--- src/rtl/mem_arbiter.sv ---
// mem_arbiter: shares one memory bus between two masters, serializing their single-cycle strobes.
// Define MEM_ARB_ROUND_ROBIN_EN for round-robin tie-breaking; otherwise requester 0 always wins ties.
module mem_arbiter #(
  parameter int ADDR_W = 32,
  parameter int DATA_W = 32
) (
  input  logic                clk,
  input  logic                reset_n,
  input  logic [ADDR_W-1:0]   m0_addr,
  input  logic [DATA_W-1:0]   m0_wdata,
  input  logic [DATA_W/8-1:0] m0_wmask,
  input  logic                m0_rstrb,
  output logic [DATA_W-1:0]   m0_rdata,
  output logic                m0_busy,
  output logic                m0_done,
  output logic                m0_err,
  input  logic [ADDR_W-1:0]   m1_addr,
  input  logic [DATA_W-1:0]   m1_wdata,
  input  logic [DATA_W/8-1:0] m1_wmask,
  input  logic                m1_rstrb,
  output logic [DATA_W-1:0]   m1_rdata,
  output logic                m1_busy,
  output logic                m1_done,
  output logic                m1_err,
  output logic [ADDR_W-1:0]   down_addr,
  output logic [DATA_W-1:0]   down_wdata,
  output logic [DATA_W/8-1:0] down_wmask,
  output logic                down_rstrb,
  input  logic [DATA_W-1:0]   down_rdata,
  input  logic                down_rbusy
);
  localparam int MASK_W = DATA_W / 8;

  typedef enum logic [1:0] {
    IDLE  = 2'd0,
    ISSUE = 2'd1,
    WAIT  = 2'd2
  } state_t;

  state_t state_q, state_d;
  logic   owner_q, owner_d;
  logic   grant_vld;
  logic   grant_id;

  logic [1:0]        req_rstrb;
  logic [MASK_W-1:0] req_wmask [2];
  logic [ADDR_W-1:0] req_addr  [2];
  logic [DATA_W-1:0] req_wdata [2];

  logic [1:0]        slot_valid_q, slot_valid_d;
  logic [1:0]        slot_wr_q, slot_wr_d;
  logic [ADDR_W-1:0] slot_addr_d  [2];
  logic [DATA_W-1:0] slot_wdata_d [2];
  logic [MASK_W-1:0] slot_wmask_d [2];
  logic [1:0]        complete;
  logic [1:0]        req_done;
  logic [1:0]        req_err;
  logic [DATA_W-1:0] req_rdata [2];

  logic [ADDR_W-1:0] down_addr_q, down_addr_d;
  logic [DATA_W-1:0] down_wdata_q, down_wdata_d;
  logic [MASK_W-1:0] down_wmask_q, down_wmask_d;
  logic              down_rstrb_q, down_rstrb_d;

  assign req_rstrb    = {m1_rstrb, m0_rstrb};
  assign req_wmask[0] = m0_wmask;
  assign req_wmask[1] = m1_wmask;
  assign req_addr[0]  = m0_addr;
  assign req_addr[1]  = m1_addr;
  assign req_wdata[0] = m0_wdata;
  assign req_wdata[1] = m1_wdata;

  // The owner's transaction finishes in ISSUE for writes, or on the first non-stalled WAIT cycle for reads.
  always_comb begin
    complete = 2'b00;
    if (state_q == ISSUE && slot_wr_q[owner_q]) begin
      complete[owner_q] = 1'b1;
    end
    if (state_q == WAIT && !down_rbusy) begin
      complete[owner_q] = 1'b1;
    end
  end

  for (genvar gi = 0; gi < 2; gi++) begin : g_slot
    logic              valid_q, valid_d;
    logic              wr_q, wr_d;
    logic [ADDR_W-1:0] addr_q, addr_d;
    logic [DATA_W-1:0] wdata_q, wdata_d;
    logic [MASK_W-1:0] wmask_q, wmask_d;
    logic              err_q, err_d;
    logic              done_q;
    logic [DATA_W-1:0] rdata_q, rdata_d;
    logic              strobe;

    always_comb begin
      valid_d = valid_q;
      wr_d    = wr_q;
      addr_d  = addr_q;
      wdata_d = wdata_q;
      wmask_d = wmask_q;
      err_d   = err_q;
      rdata_d = rdata_q;
      strobe  = req_rstrb[gi] | (|req_wmask[gi]);
      if (complete[gi]) begin
        valid_d = 1'b0;
        if (!wr_q) begin
          rdata_d = down_rdata;
        end
      end
      // A strobe against an occupied slot is dropped; the slot can never complete and load in one cycle.
      if (strobe) begin
        if (valid_q) begin
          err_d = 1'b1;
        end else begin
          valid_d = 1'b1;
          wr_d    = |req_wmask[gi];
          addr_d  = req_addr[gi];
          wdata_d = req_wdata[gi];
          wmask_d = req_wmask[gi];
        end
      end
    end

    always_ff @(posedge clk) begin
      if (!reset_n) begin
        valid_q <= 1'b0;
        wr_q    <= 1'b0;
        addr_q  <= '0;
        wdata_q <= '0;
        wmask_q <= '0;
        err_q   <= 1'b0;
        done_q  <= 1'b0;
        rdata_q <= '0;
      end else begin
        valid_q <= valid_d;
        wr_q    <= wr_d;
        addr_q  <= addr_d;
        wdata_q <= wdata_d;
        wmask_q <= wmask_d;
        err_q   <= err_d;
        done_q  <= complete[gi];
        rdata_q <= rdata_d;
      end
    end

    assign slot_valid_q[gi] = valid_q;
    assign slot_valid_d[gi] = valid_d;
    assign slot_wr_q[gi]    = wr_q;
    assign slot_wr_d[gi]    = wr_d;
    assign slot_addr_d[gi]  = addr_d;
    assign slot_wdata_d[gi] = wdata_d;
    assign slot_wmask_d[gi] = wmask_d;
    assign req_done[gi]     = done_q;
    assign req_err[gi]      = err_q;
    assign req_rdata[gi]    = rdata_q;
  end

`ifdef MEM_ARB_ROUND_ROBIN_EN
  logic last_grant_q, last_grant_d;

  always_comb begin
    if (&slot_valid_d) begin
      grant_id = ~last_grant_q;
    end else begin
      grant_id = ~slot_valid_d[0];
    end
    last_grant_d = grant_vld ? grant_id : last_grant_q;
  end

  always_ff @(posedge clk) begin
    if (!reset_n) begin
      last_grant_q <= 1'b1;
    end else begin
      last_grant_q <= last_grant_d;
    end
  end
`else
  assign grant_id = ~slot_valid_d[0];
`endif

  // Arbitrating on the next-cycle slot view lets a fresh strobe issue immediately and keeps writes back-to-back.
  always_comb begin
    state_d   = state_q;
    owner_d   = owner_q;
    grant_vld = 1'b0;
    case (state_q)
      IDLE: begin
        grant_vld = |slot_valid_d;
      end
      ISSUE: begin
        if (slot_wr_q[owner_q]) begin
          grant_vld = |slot_valid_d;
          state_d   = IDLE;
        end else begin
          state_d = WAIT;
        end
      end
      WAIT: begin
        if (!down_rbusy) begin
          grant_vld = |slot_valid_d;
          state_d   = IDLE;
        end
      end
      default: begin
        state_d = IDLE;
      end
    endcase
    if (grant_vld) begin
      state_d = ISSUE;
      owner_d = grant_id;
    end
  end

  always_comb begin
    down_addr_d  = down_addr_q;
    down_wdata_d = down_wdata_q;
    down_wmask_d = '0;
    down_rstrb_d = 1'b0;
    if (grant_vld) begin
      down_addr_d  = slot_addr_d[grant_id];
      down_wdata_d = slot_wdata_d[grant_id];
      if (slot_wr_d[grant_id]) begin
        down_wmask_d = slot_wmask_d[grant_id];
      end else begin
        down_rstrb_d = 1'b1;
      end
    end
  end

  always_ff @(posedge clk) begin
    if (!reset_n) begin
      state_q      <= IDLE;
      owner_q      <= 1'b0;
      down_addr_q  <= '0;
      down_wdata_q <= '0;
      down_wmask_q <= '0;
      down_rstrb_q <= 1'b0;
    end else begin
      state_q      <= state_d;
      owner_q      <= owner_d;
      down_addr_q  <= down_addr_d;
      down_wdata_q <= down_wdata_d;
      down_wmask_q <= down_wmask_d;
      down_rstrb_q <= down_rstrb_d;
    end
  end

  assign m0_rdata   = req_rdata[0];
  assign m1_rdata   = req_rdata[1];
  assign m0_busy    = slot_valid_q[0];
  assign m1_busy    = slot_valid_q[1];
  assign m0_done    = req_done[0];
  assign m1_done    = req_done[1];
  assign m0_err     = req_err[0];
  assign m1_err     = req_err[1];
  assign down_addr  = down_addr_q;
  assign down_wdata = down_wdata_q;
  assign down_wmask = down_wmask_q;
  assign down_rstrb = down_rstrb_q;

endmodule

--- config.mk ---
export PLATFORM = sky130hd
export DESIGN_NAME = mem_arbiter
export DESIGN_NICKNAME = d
export VERILOG_FILES = /design/src/rtl/mem_arbiter.sv
export SDC_FILE = /design/constraint.sdc
export NUM_CORES = 1
export LEC_CHECK = 0
export ABC_AREA = 1
export CAP_MARGIN = 5
export CORE_MARGIN = 2
export CORE_UTILIZATION = 50
export CTS_CLUSTER_SIZE = 16
export DETAILED_ROUTE_END_ITERATION = 12
export MAX_ROUTING_LAYER = met4
export PLACE_DENSITY = 0.81
export SLEW_MARGIN = 25
export SYNTH_ARGS = -nofsm -noshare
export SYNTH_HDL_FRONTEND = slang
export SYNTH_SLANG_ARGS = --single-unit
--- constraint.sdc ---
create_clock -name clk -period 1.91 [get_ports clk]
set_input_delay 0.573 -clock clk [delete_from_list [all_inputs] [get_ports clk]]
set_output_delay 0.573 -clock clk [all_outputs]
set_load 0.05 [all_outputs]
==> results by group, run 1 <==
Critical path
  • Crit Reg-Reg Endpoint: down_wmask[2]$_SDFF_PN0_
  • Critical path data required time: 1.34 ns
  • End point of the critical path: m1_busy
  • Worst r2r src: owner_q$_SDFFE_PN0P_
  • R2R setup slack: 0.12 ns
  • Worst r2r path cells: 11
  • Critical path class: reg2out
  • Arr. time, crit path: 1.28 ns
  • Critical Path Start Type: flip-flop
  • Worst setup path start: m1_busy$_SDFF_PN0_
  • Crit. End Element: primary output
  • CP Max Fanout: 27

Cells and area
  • Layout Cells excl Fill: 2556
  • Layout cells sized above 1: 17.0%
  • Synth-to-Final Area Change: 40.7%
  • Number of fill cells: 2008
  • Nets@finish: 2376

Timing
  • Minimum clock period: 1.85 ns
  • Tcrit/Tclk final: 97.0%
  • Final Max Slew Viols: 0
  • RSZ-0062 raised after global routing: true
  • Hold Fails Final Rpt: 0
  • Slew margin rel.: 60.5%
  • Setup TNS: 0 ns
  • Final setup violation count: 0
  • Clock skew: 0.0135 ns
  • Worst-margin pin slew: 0.591 ns
  • Fmax: 540 MHz
  • Worst hold slack: 0.384 ns

Logic synthesis
  • Synthesized area: 12800 µm²
  • Cells after synthesis: 1866
  • Net Count, Synth: 2039
  • Synth async-reset ratio: 0%
  • Post-synth cell types: 25
  • Synthesized area per cell: 6.83 µm²
  • Post-synthesis sequential area ratio: 44.0%
  • Number of synthesized flops with an enable pin: 0
  • Synth warn: 0
  • Yosys top cell by area: dfxtp_1
  • #FFs+latches synth: 280
  • Top post-synthesis cells by area: dfxtp_1, nand2_1, nand3_1
  • Top_reg_cell synth: dfxtp_1
  • Top cell type's share of synthesized area: 44.0%

Placement
  • Post-Place Cells: 2489
  • Buffers on Ports: 311
  • DP HPWL: 28.2 mm
  • Final Wtd Congestion: 0.895

Clock network
  • Root Driver: clkbuf_16
  • TritonCTS clock tree: yes
  • Clk Latency, worst-skew pair: 0.55 ns
  • Cts hold-fix bufs: 0
  • CTS Buf Count: 29
  • Clock transition at path regs: 0.06 ns
  • # clock sinks: 280
  • H-tree levels: 1
  • CTS Buffer Depth: 3

Pwr
  • Pint: 11.0 mW
  • Flop pwr share: 40.4%
  • Leakage dissipation: 8.55 nW
  • Clock network power share: 35.5%
  • PwrDens: 892 nW/µm²
  • Switching power: 4.96 mW
  • Switching part of the total: 31.0%
  • Max IR drop VDD: 0.710 mV
  • Gate power share: 24.1%

Die
  • Die width: 164 µm
  • Core area: 25100 µm²
  • Starting Density: 50.8%
  • Std cell rows: 58
  • Die height: 164 µm
  • I/O Pins: 312
  • Die footprint: 26800 µm²

Routing
  • DRT Wirelength: 44.2 mm
  • Routed wire length per instance: 17.3 µm
  • Via-to-Cell Ratio: 5.60
  • Antenna Nets Post-Route: 0
  • DR DRC count: 0
  • Via Count: 14300
  • DR pass1 iterations: 6
  • DR iter-0 viols: 1536

Global routing
  • GR Overflow Total: 0
  • GRT Overall Usage: 32.3%
  • Initial antenna violation count: 2
  • Largest net degree at the start of global routing: 74
  • First-pass GRT wire length: 68.4 mm
  • Vias in the first global route: 13800

Run status
  • Status: finished clean

Job
  • Max-cap viol count: 0

Min path
  • HP Class: in2reg
## power groups by stage
stage                     Combinational (mW)  Clock [mW]  Sequential, mW
after floorplan                         1.50           0            7.24
after CTS                               3.72        5.71            6.46
after global placement                  3.63           0            6.57
final                                   3.85        5.67            6.47
after global routing                    4.14        5.94            6.50
after detailed placement                3.69           0            6.58
## critical path, stage by stage, from the launching register on
cell and delay, ns:
dfxtp_2 0.37, buf_12 0.20, buf_12 0.16
## how the worst min path moves through the flow
| stage | endpoint | cells past startpoint | slack (ns) | startpoint |
|---|---|---|---|---|
| 3_3_place_gp | m0_rdata[19]$_SDFFE_PN0P_ | 2 | 0.43 | m0_rdata[19]$_SDFFE_PN0P_ |
| 3_5_place_dp | m0_rdata[21]$_SDFFE_PN0P_ | 2 | 0.44 | m0_rdata[21]$_SDFFE_PN0P_ |
| 2_1_floorplan | g_slot[0].addr_q[0]$_SDFF_PN0_ | 2 | 0.45 | g_slot[0].addr_q[0]$_SDFF_PN0_ |
| 5_1_grt | state_q[1]$_SDFFE_PP0P_ | 3 | 0.40 | reset_n |
| 6_report | state_q[1]$_SDFFE_PP0P_ | 3 | 0.38 | reset_n |
| 4_1_cts | state_q[1]$_SDFFE_PP0P_ | 3 | 0.37 | reset_n |
## routing by layer
| layer | vias to the layer above | wire (µm) | GRT usage, % |
|---|---|---|---|
| met3 | 108 | 4220 | 4.97 |
| met4 | 0 | 1270 | 11.4 |
| met5 | - | 0 | - |
| met1 | 6588 | 17200 | 38.1 |
| met2 | 765 | 21600 | 55.9 |
| li1 | 6855 | - | - |
## flip-flops by register name, summed over array words and instances (netlist names), 4 cells and up
signal          count
down_addr          32
down_wdata         32
down_wmask          4
g_slot.addr_q      64
g_slot.wdata_q     64
g_slot.wmask_q      8
m0_rdata           32
m1_rdata           32
## cell families after synthesis
kind of cell           after synthesis  share of synthesized area, %
and+or+nand+nor                   1110                          38.1
DFF                                280                          44.0
AOI/OAI and AO/OA                  251                          9.88
buffers and inverters              225                          8.08
## cell usage in the layout, fill, tap and decap left out
cell,instances
nor2_1,81
a21oi_1,168
nor2_2,2
dlymetal6s2s_1,1
nand3_2,12
nor3_2,4
nand2_1,681
nor2_4,3
nand3_4,4
clkbuf_1,10
buf_16,3
or2_2,1
inv_4,1
inv_6,1
clkbuf_8,6
clkinv_2,2
dfxtp_2,1
inv_1,59
clkdlybuf4s50_1,170
a32oi_1,1
buf_8,1
buf_4,249
nand3_1,184
buf_6,3
nand4_1,131
clkbuf_16,35
nand2_4,1
clkinvlp_4,2
o21ai_0,42
o21ai_1,40
nand2_8,2
dfxtp_1,279
diode_2,2
inv_2,6
bufinv_16,2
nand2_2,4
buf_12,32
## through the flow
step / total power, mW / setup WS, ns / area, µm² / util (%)
2_1_floorplan: 8.74 / 0.110 / 12800 / -
3_3_place_gp: 10.2 / -0.528 / 16700 / 66.4
3_5_place_dp: 10.3 / -0.598 / 16700 / 66.4
4_1_cts: 15.9 / 0.0112 / 17600 / 70.3
5_1_grt: 16.6 / -0.0126 / 17900 / 71.4
6_report: 16.0 / 0.0570 / 17900 / 71.4
## repair_timing
| action | CTS | global route |
|---|---|---|
| pin swaps | 0 | 4 |
| setup buffers | 0 | 7 |
| gates cloned | 0 | 6 |
| resized for setup | 5 | 18 |
| endpoints found under the setup margin | 3 | 87 |
## layout make-up
cell class / instances / area [µm²] / share of cell area (%)
antenna: 2 / 5.00 / 0.0279
sequential: 280 / 5610 / 31.3
inverter: 66 / 250 / 1.39
multi-input combinational: 1361 / 6220 / 34.7
tap: 330 / 413 / 2.30
clock inverter: 7 / 93.8 / 0.523
clock buffer: 45 / 846 / 4.71
timing repair buffer: 465 / 4510 / 25.1
## cell usage after synthesis, types with 3 or more instances
cell	n
a21oi_1	168
buf_1	21
buf_2	65
buf_4	9
buf_6	8
clkbuf_1	55
dfxtp_1	280
inv_1	62
inv_2	4
nand2_1	682
nand2_2	5
nand3_1	188
nand3_2	11
nand4_1	131
nor2_1	85
nor3_2	3
o21ai_0	44
o21ai_1	38
No activity file was read; power rests on OpenSTA's default activity.
==> inputs of run 2 (changes only) <==
- ABC_AREA: 1 -> 0
- CORE_UTILIZATION: 50 -> 47
- PLACE_DENSITY: 0.81 -> 0.8
==> run 2 against run 1 <==
The run now ends with setup timing left. Die area decreased by 15%. Power increased by 7.3%. Cell count decreased by 28%. Non-clock buffer count increased by 34. Clock power decreased by 4.2%. First-iteration DRC count decreased by 59%. Maximum frequency decreased by 11%. Cell area decreased by 3.6%. Hold slack got worse by 0.039 ns. Sequential share of layout area increased by 1.2 points.
==> results by group, run 2 <==
Run status
  • Status: finished with violations (was finished clean)
  • Violated checks: setup timing

Logic synthesis
  • Top cell type's share of synthesized area: 55.4% (was 44.0%)
  • #FFs+latches synth: 280 (unchanged)
  • Synth warn: 0 (unchanged)
  • Commonest cells post-synth: dfxtp_1, nand2_1, nor2_1, mux2i_1, a21oi_1 (was nand2_1, dfxtp_1, nand3_1, a21oi_1, nand4_1)
  • Synthesized area per cell: 9.39 µm² (was 6.83 µm²)
  • Synth async-reset ratio: 0% (unchanged)
  • Net Count, Synth: 1251 (was 2039)
  • Top post-synthesis cells by area: dfxtp_1, mux2i_1, nand2_1 (was dfxtp_1, nand2_1, nand3_1)
  • Yosys top cell by area: dfxtp_1 (unchanged)
  • Post-synth cell types: 37 (was 25)
  • Number of synthesized flops with an enable pin: 0 (unchanged)
  • Post-synthesis sequential area ratio: 55.4% (was 44.0%)
  • Synthesized area: 10100 µm² (was 12800 µm²)
  • Top_reg_cell synth: dfxtp_1 (unchanged)
  • Most frequent cell after synthesis: dfxtp_1 (was nand2_1)
  • Cells after synthesis: 1078 (was 1866)

Cells and area
  • Most frequent cells in the layout: dfxtp_1, nand2_1, buf_4 (was nand2_1, dfxtp_1, buf_4)
  • Top Registers: g_slot.addr_q (64), g_slot.wdata_q (64) (unchanged)
  • Final instance area: 17300 µm² (was 17900 µm²)
  • Number of fill cells: 1122 (was 2008)
  • Layout cells sized above 1: 32.4% (was 17.0%)
  • Nets@finish: 1699 (was 2376)
  • Most common cell after layout, fill and taps aside: dfxtp_1 (was nand2_1)
  • Synth-to-Final Area Change: 70.9% (was 40.7%)

Placement
  • Final Wtd Congestion: 0.802 (was 0.895)
  • DP HPWL: 20.9 mm (was 28.2 mm)
  • Setup WS pre-CTS: -0.968 ns (was -0.598 ns)
  • Buffers on Ports: 311 (unchanged)
  • Placement Cell Area: 14200 µm² (was 16700 µm²)

Critical path
  • Worst r2r path cells: 11 (unchanged)
  • Critical path class: in2reg (was reg2out)
  • Path length in cells of the critical path: 9 (was 2)
  • End point of the critical path: down_addr[13]$_SDFFE_PN0P_ (was m1_busy)
  • Crit. End Element: flip-flop (was primary output)
  • CP max stage delay: 0.56 ns (was 0.37 ns)
  • R2R setup slack: -0.14 ns (was 0.12 ns)
  • Slowest stage cell, crit path: or4_4 (was dfxtp_2)
  • Crit Reg-Reg Endpoint: down_wdata[29]$_SDFFE_PN0P_ (was down_wmask[2]$_SDFF_PN0_)
  • Critical path data required time: 2.34 ns (was 1.34 ns)
  • Cell class contributing the biggest share of worst-path delay: simple AND/OR/NAND/NOR gates (was flip-flops)
  • Arr. time, crit path: 2.51 ns (was 1.28 ns)
  • CP dominant cell by count: buf_6 (was buf_12)
  • Critical Path Start Type: input port (was flip-flop)
  • Sequence of cells on the critical path: buf_6 -> or4_4 -> o21ai_4 -> buf_6 -> buf_8 -> buf_12 -> mux2i_4 -> nand2_1 -> a32o_1 (was buf_12 -> buf_12)
  • Worst setup path start: m1_wmask[1] (was m1_busy$_SDFF_PN0_)
  • Worst r2r src: state_q[0]$_SDFFE_PN0P_ (was owner_q$_SDFFE_PN0P_)
  • CP Max Fanout: 7 (was 27)
  • CP bufs+invs: 4 (was 2)

Pwr
  • Pint: 11.8 mW (was 11.0 mW)
  • Flop pwr share: 38.7% (was 40.4%)
  • Max IR drop VDD: 0.759 mV (was 0.710 mV)
  • Clock network power share: 31.7% (was 35.5%)
  • Leakage dissipation: 7.19 nW (was 8.55 nW)
  • Overall power: 17.2 mW (was 16.0 mW)
  • PwrDens: 992 nW/µm² (was 892 nW/µm²)
  • Switching part of the total: 31.2% (was 31.0%)
  • Switching power: 5.36 mW (was 4.96 mW)
  • Gate power share: 29.6% (was 24.1%)

Routing
  • DR iter-0 viols: 624 (was 1536)
  • Routed wire length per instance: 22.0 µm (was 17.3 µm)
  • DR DRC count: 0 (unchanged)
  • DR pass1 iterations: 5 (was 6)
  • DRT Wirelength: 40.2 mm (was 44.2 mm)
  • Antenna Nets Post-Route: 0 (unchanged)
  • Via-to-Cell Ratio: 5.59 (was 5.60)
  • Via Count: 10200 (was 14300)

Clock network
  • # clock sinks: 280 (unchanged)
  • Cts hold-fix bufs: 0 (unchanged)
  • H-tree levels: 1 (unchanged)
  • CTS Buffer Depth: 3 (unchanged)
  • Clk Latency, worst-skew pair: 0.55 ns (about the same)
  • Root Driver: clkbuf_16 (unchanged)
  • CTS Buf Count: 29 (unchanged)
  • TritonCTS clock tree: yes (unchanged)
  • Clock transition at path regs: 0.06 ns (about the same)

Min path
  • HP Start: m1_wmask[2] (was reset_n)
  • HP Class: in2reg (unchanged)

Global routing
  • GR Overflow Total: 0 (unchanged)
  • GRT Overall Usage: 30.2% (was 32.3%)
  • Initial antenna violation count: 7 (was 2)
  • Largest net degree at the start of global routing: 48 (was 74)
  • Vias in the first global route: 9920 (was 13800)
  • First-pass GRT wire length: 52.0 mm (was 68.4 mm)

Die
  • Die height: 151 µm (was 164 µm)
  • Starting Density: 48.0% (was 50.8%)
  • Die footprint: 22700 µm² (was 26800 µm²)
  • I/O Pins: 312 (unchanged)
  • Std cell rows: 53 (was 58)
  • Die width: 151 µm (was 164 µm)
  • Core area: 21100 µm² (was 25100 µm²)

Timing
  • RSZ-0062 raised after global routing: true (unchanged)
  • Worst-margin pin slew: 0.668 ns (was 0.591 ns)
  • Clock skew: 0.0116 ns (was 0.0135 ns)
  • Minimum clock period: 2.09 ns (was 1.85 ns)
  • Final Max Slew Viols: 0 (unchanged)
  • Slew margin rel.: 55.0% (was 60.5%)
  • Final WS setup: -0.178 ns (was 0.0570 ns)
  • Worst hold slack: 0.345 ns (was 0.384 ns)
  • Fmax: 479 MHz (was 540 MHz)
  • Final setup violation count: 71 (was 0)
  • Tcrit/Tclk final: 109% (was 97.0%)
  • Hold Fails Final Rpt: 0 (unchanged)

Job
  • Max-cap viol count: 0 (unchanged)
==> run 2: cell count changes after synthesis, moves of 40 or more <==
cell,before,now
nand4_1,131,0
nor2_1,85,138
nand2_1,682,260
inv_1,62,5
a32o_1,0,64
nand3_1,188,3
mux2i_1,0,134
buf_2,65,25
a21oi_1,168,70
==> run 2: area by class of cell <==
type	count	area [µm²]	area share, %
multi-input combinational	710	5140	29.7
inverter	6	27.5	0.159
tap	275	344	1.99
antenna	9	22.5	0.130
clock inverter	9	56.3	0.326
sequential	280	5610	32.4
timing repair buffer	499	5240	30.3
clock buffer	43	858	4.96
==> run 2: logic make-up (layout without fill, tap and decap cells) <==
kind of cell / count (synthesis) / in the layout / share of synthesized area [%]
multiplexers: 134 / 134 / 13.3
AO/OA/AOI/OAI: 158 / 158 / 11.4
flip-flops: 280 / 280 / 55.4
buffers and inverters: 88 / 557 / 3.87
other: 0 / 9 / 0
AND/OR/NAND/NOR: 418 / 418 / 16.1
==> run 2: power by group through the flow <==
stage	Sequential, mW	Combinational, mW	Clock [mW]
floorplan	7.55	1.28	0
global placement	6.66	3.70	0
detailed placement	6.68	3.76	0
CTS	6.58	4.38	5.45
global route	6.68	5.26	5.68
finish	6.65	5.08	5.43
==> run 2: worst min path at each step <==
stage / to / slack [ns] / cells after the start
after floorplan: g_slot[1].wmask_q[0]$_SDFF_PN0_ / 0.46 / 2
after global placement: m1_err$_SDFFE_PN0P_ / 0.44 / 2
after detailed placement: m1_rdata[22]$_SDFFE_PN0P_ / 0.45 / 2
after CTS: g_slot[1].wmask_q[2]$_SDFF_PN0_ / 0.31 / 3
after global routing: g_slot[1].wmask_q[2]$_SDFF_PN0_ / 0.36 / 3
final: g_slot[1].wmask_q[2]$_SDFF_PN0_ / 0.35 / 3
==> run 2: through the flow <==
step                      setup TNS (ns)  instances  utilization [%]
final                              -7.92       1831             82.0
after detailed placement         -163.32       1700             67.2
after global routing              -11.72       1829             82.0
after global placement           -160.20       1700             67.2
after CTS                          -7.90       1805             76.8
after floorplan                   -33.98       1078                -
==> run 2: worst min-delay path, stage by stage <==
cell     delay, ns
buf_6         0.07
a22oi_1       0.10
nor2_1        0.11
==> run 2: layer usage <==
layer / GRT usage [%] / share of wire, %
met5: - / 0
met3: 7.24 / 9.3
met4: 12.8 / 6.1
met1: 33.1 / 35
met2: 52.3 / 50
==> run 2: timing repair <==
item                                    CTS  global route
pin swaps                                16            46
endpoints found under the setup margin  163            96
setup buffers                            42            17
resized for setup                       116           151
cloned                                   12            16
==> inputs of run 3 (changes only) <==
- RECOVER_POWER: default -> 25
==> run 3 against run 2 <==
The flow still finishes with violations (setup timing). Sequential power barely moved. First-iteration DRC count fell by 0.48%. Cell count did not move. Hold slack barely moved. Power barely moved. Maximum frequency fell by 0.14%. Worst setup slack got worse by 0.0030 ns. Core utilization fell by 0.089 points. Global-route usage did not move. Via count rose by 0.25%. Wire length barely moved. Critical path depth did not move. Critical endpoint is now down_addr[29]$_SDFFE_PN0P_.
==> results by group, run 3 (synthesis gave the netlist of run 2 again) <==
Clock network
  • Root Driver: clkbuf_16 (unchanged)
  • Cts hold-fix bufs: 0 (unchanged)
  • Clk Latency, worst-skew pair: 0.54 ns (was 0.55 ns)
  • CTS Buf Count: 29 (unchanged)
  • # clock sinks: 280 (unchanged)
  • H-tree levels: 1 (unchanged)
  • Clock transition at path regs: 0.06 ns (about the same)
  • TritonCTS clock tree: yes (unchanged)
  • CTS Buffer Depth: 3 (unchanged)

Cells and area
  • Most frequent cells in the layout: dfxtp_1, nand2_1, buf_4 (unchanged)
  • Final instance area: 17300 µm² (about the same)
  • Top Registers: g_slot.addr_q (64), g_slot.wdata_q (64) (unchanged)
  • Layout Cells excl Fill: 1831 (unchanged)
  • Final core occ: 81.9% (was 82.0%)
  • Synth-to-Final Area Change: 70.8% (was 70.9%)
  • Layout cells sized above 1: 32.4% (about the same)
  • Most common cell after layout, fill and taps aside: dfxtp_1 (unchanged)
  • Nets@finish: 1699 (unchanged)

Pwr
  • PwrDens: 994 nW/µm² (was 992 nW/µm²)
  • Leakage dissipation: 7.18 nW (was 7.19 nW)
  • Max IR drop VDD: 0.759 mV (about the same)
  • Overall power: 17.2 mW (about the same)

Timing
  • RSZ-0062 raised after global routing: true (unchanged)
  • Final WS setup: -0.181 ns (was -0.178 ns)
  • Tcrit/Tclk final: 109% (about the same)
  • Slew margin rel.: 53.1% (was 55.0%)
  • Hold Fails Final Rpt: 0 (unchanged)
  • Final Max Slew Viols: 0 (unchanged)
  • Clock skew: 0.0118 ns (was 0.0116 ns)
  • Final setup violation count: 71 (unchanged)
  • Worst-margin pin slew: 0.704 ns (was 0.668 ns)
  • Minimum clock period: 2.09 ns (about the same)
  • Fmax: 478 MHz (was 479 MHz)

Min path
  • Worst hold endpoint: g_slot[1].wmask_q[2]$_SDFF_PN0_ (unchanged)
  • Min-Delay Path Depth: 3 (unchanged)
  • HP Start: m1_wmask[2] (unchanged)
  • HP Class: in2reg (unchanged)

Critical path
  • CP Max Fanout: 18 (was 7)
  • Worst setup path start: m0_wmask[2] (was m1_wmask[1])
  • Critical Path Start Type: input port (unchanged)
  • Critical path class: in2reg (unchanged)
  • Arr. time, crit path: 2.52 ns (was 2.51 ns)
  • Critical path data required time: 2.34 ns (about the same)
  • Worst r2r path cells: 8 (was 11)
  • Crit. End Element: flip-flop (unchanged)
  • Crit Reg-Reg Endpoint: down_addr[29]$_SDFFE_PN0P_ (was down_wdata[29]$_SDFFE_PN0P_)
  • R2R setup slack: -0.13 ns (was -0.14 ns)
  • Worst r2r src: state_q[1]$_SDFFE_PP0P_ (was state_q[0]$_SDFFE_PN0P_)

Global routing
  • GR Overflow Total: 0 (unchanged)
  • Initial antenna violation count: 7 (unchanged)
  • GRT Overall Usage: 30.2% (unchanged)
  • Largest net degree at the start of global routing: 48 (unchanged)
  • Vias in the first global route: 9920 (unchanged)
  • First-pass GRT wire length: 52.0 mm (unchanged)

Routing
  • DR iter-0 viols: 621 (was 624)
  • Via Count: 10300 (was 10200)
  • Routed wire length per instance: 22.0 µm (about the same)
  • Via-to-Cell Ratio: 5.60 (was 5.59)
  • DRT Wirelength: 40.2 mm (about the same)
  • Antenna Nets Post-Route: 0 (unchanged)
  • DR pass1 iterations: 5 (unchanged)
  • DR DRC count: 0 (unchanged)

Run status
  • Status: finished with violations (unchanged)
  • Violated checks: setup timing (unchanged)

Die
  • Starting Density: 48.0% (unchanged)
  • Core area: 21100 µm² (unchanged)
  • Die height: 151 µm (unchanged)
  • Die width: 151 µm (unchanged)
  • Std cell rows: 53 (unchanged)
  • I/O Pins: 312 (unchanged)
  • Die footprint: 22700 µm² (unchanged)

Job
  • Max-cap viol count: 0 (unchanged)

Placement
  • Placement Cell Area: 14200 µm² (unchanged)
  • DP HPWL: 20.9 mm (unchanged)
  • Final Wtd Congestion: 0.802 (unchanged)
  • Post-Place Cells: 1700 (unchanged)
  • Buffers on Ports: 311 (unchanged)
==> run 3: worst max-delay path, stage by stage <==
cell and delay [ns]:
dlygate4sd2_1 0.26, nor4_2 0.26, buf_4 0.17, a21o_4 0.16, buf_12 0.13, buf_16 0.20, mux2i_1 0.32, nand2_1 0.13
a32o_1 0.30
==> run 3: final cells by class <==
cell class,instances,area (µm²)
Clock buffer,43,858
Inverter,6,27.5
Clock inverter,9,56.3
Fill cell,1126,3810
Tap cell,275,344
Antenna cell,9,22.5
Multi-Input combinational cell,710,5140
Timing Repair Buffer,499,5220
Sequential cell,280,5610
==> run 3: how the worst max path moves through the flow <==
stage	endpoint	slack, ns	cells past startpoint
global route	down_addr[30]$_SDFFE_PN0P_	-0.23	9
detailed placement	down_addr[18]$_SDFFE_PN0P_	-0.97	8
floorplan	down_addr[0]$_SDFFE_PN0P_	-0.42	9
CTS	down_addr[13]$_SDFFE_PN0P_	-0.17	11
finish	down_addr[29]$_SDFFE_PN0P_	-0.18	9
global placement	down_addr[30]$_SDFFE_PN0P_	-0.92	8
==> run 3: power breakdown <==
part	switching (mW)	internal, mW
combinational	2.72	2.37
clock	2.34	3.10
sequential	0.306	6.34
total	5.36	11.8
==> run 3: metal layers <==
layer,track usage [%],vias to the layer above,share of wire [%]
met5,-,-,0
met4,12.8,0,6.0
met3,7.24,182,9.3
met2,52.3,574,50
met1,33.1,4916,35
li1,-,4583,-
==> run 3: through the flow <==
step                      hold WS (ns)  setup slack [ns]  setup TNS [ns]
final                            0.345            -0.181           -7.98
after global routing             0.362            -0.228          -12.06
after CTS                        0.312            -0.174           -7.90
after detailed placement         0.447            -0.968         -163.32
after global placement           0.436            -0.918         -160.20
after floorplan                  0.456            -0.421          -33.98
==> run 3: repair_timing <==
item,CTS,global route
buffers inserted,42,17
setup endpoints to repair,163,96
gates cloned,12,16
resized for setup,116,151
pin swaps,16,46
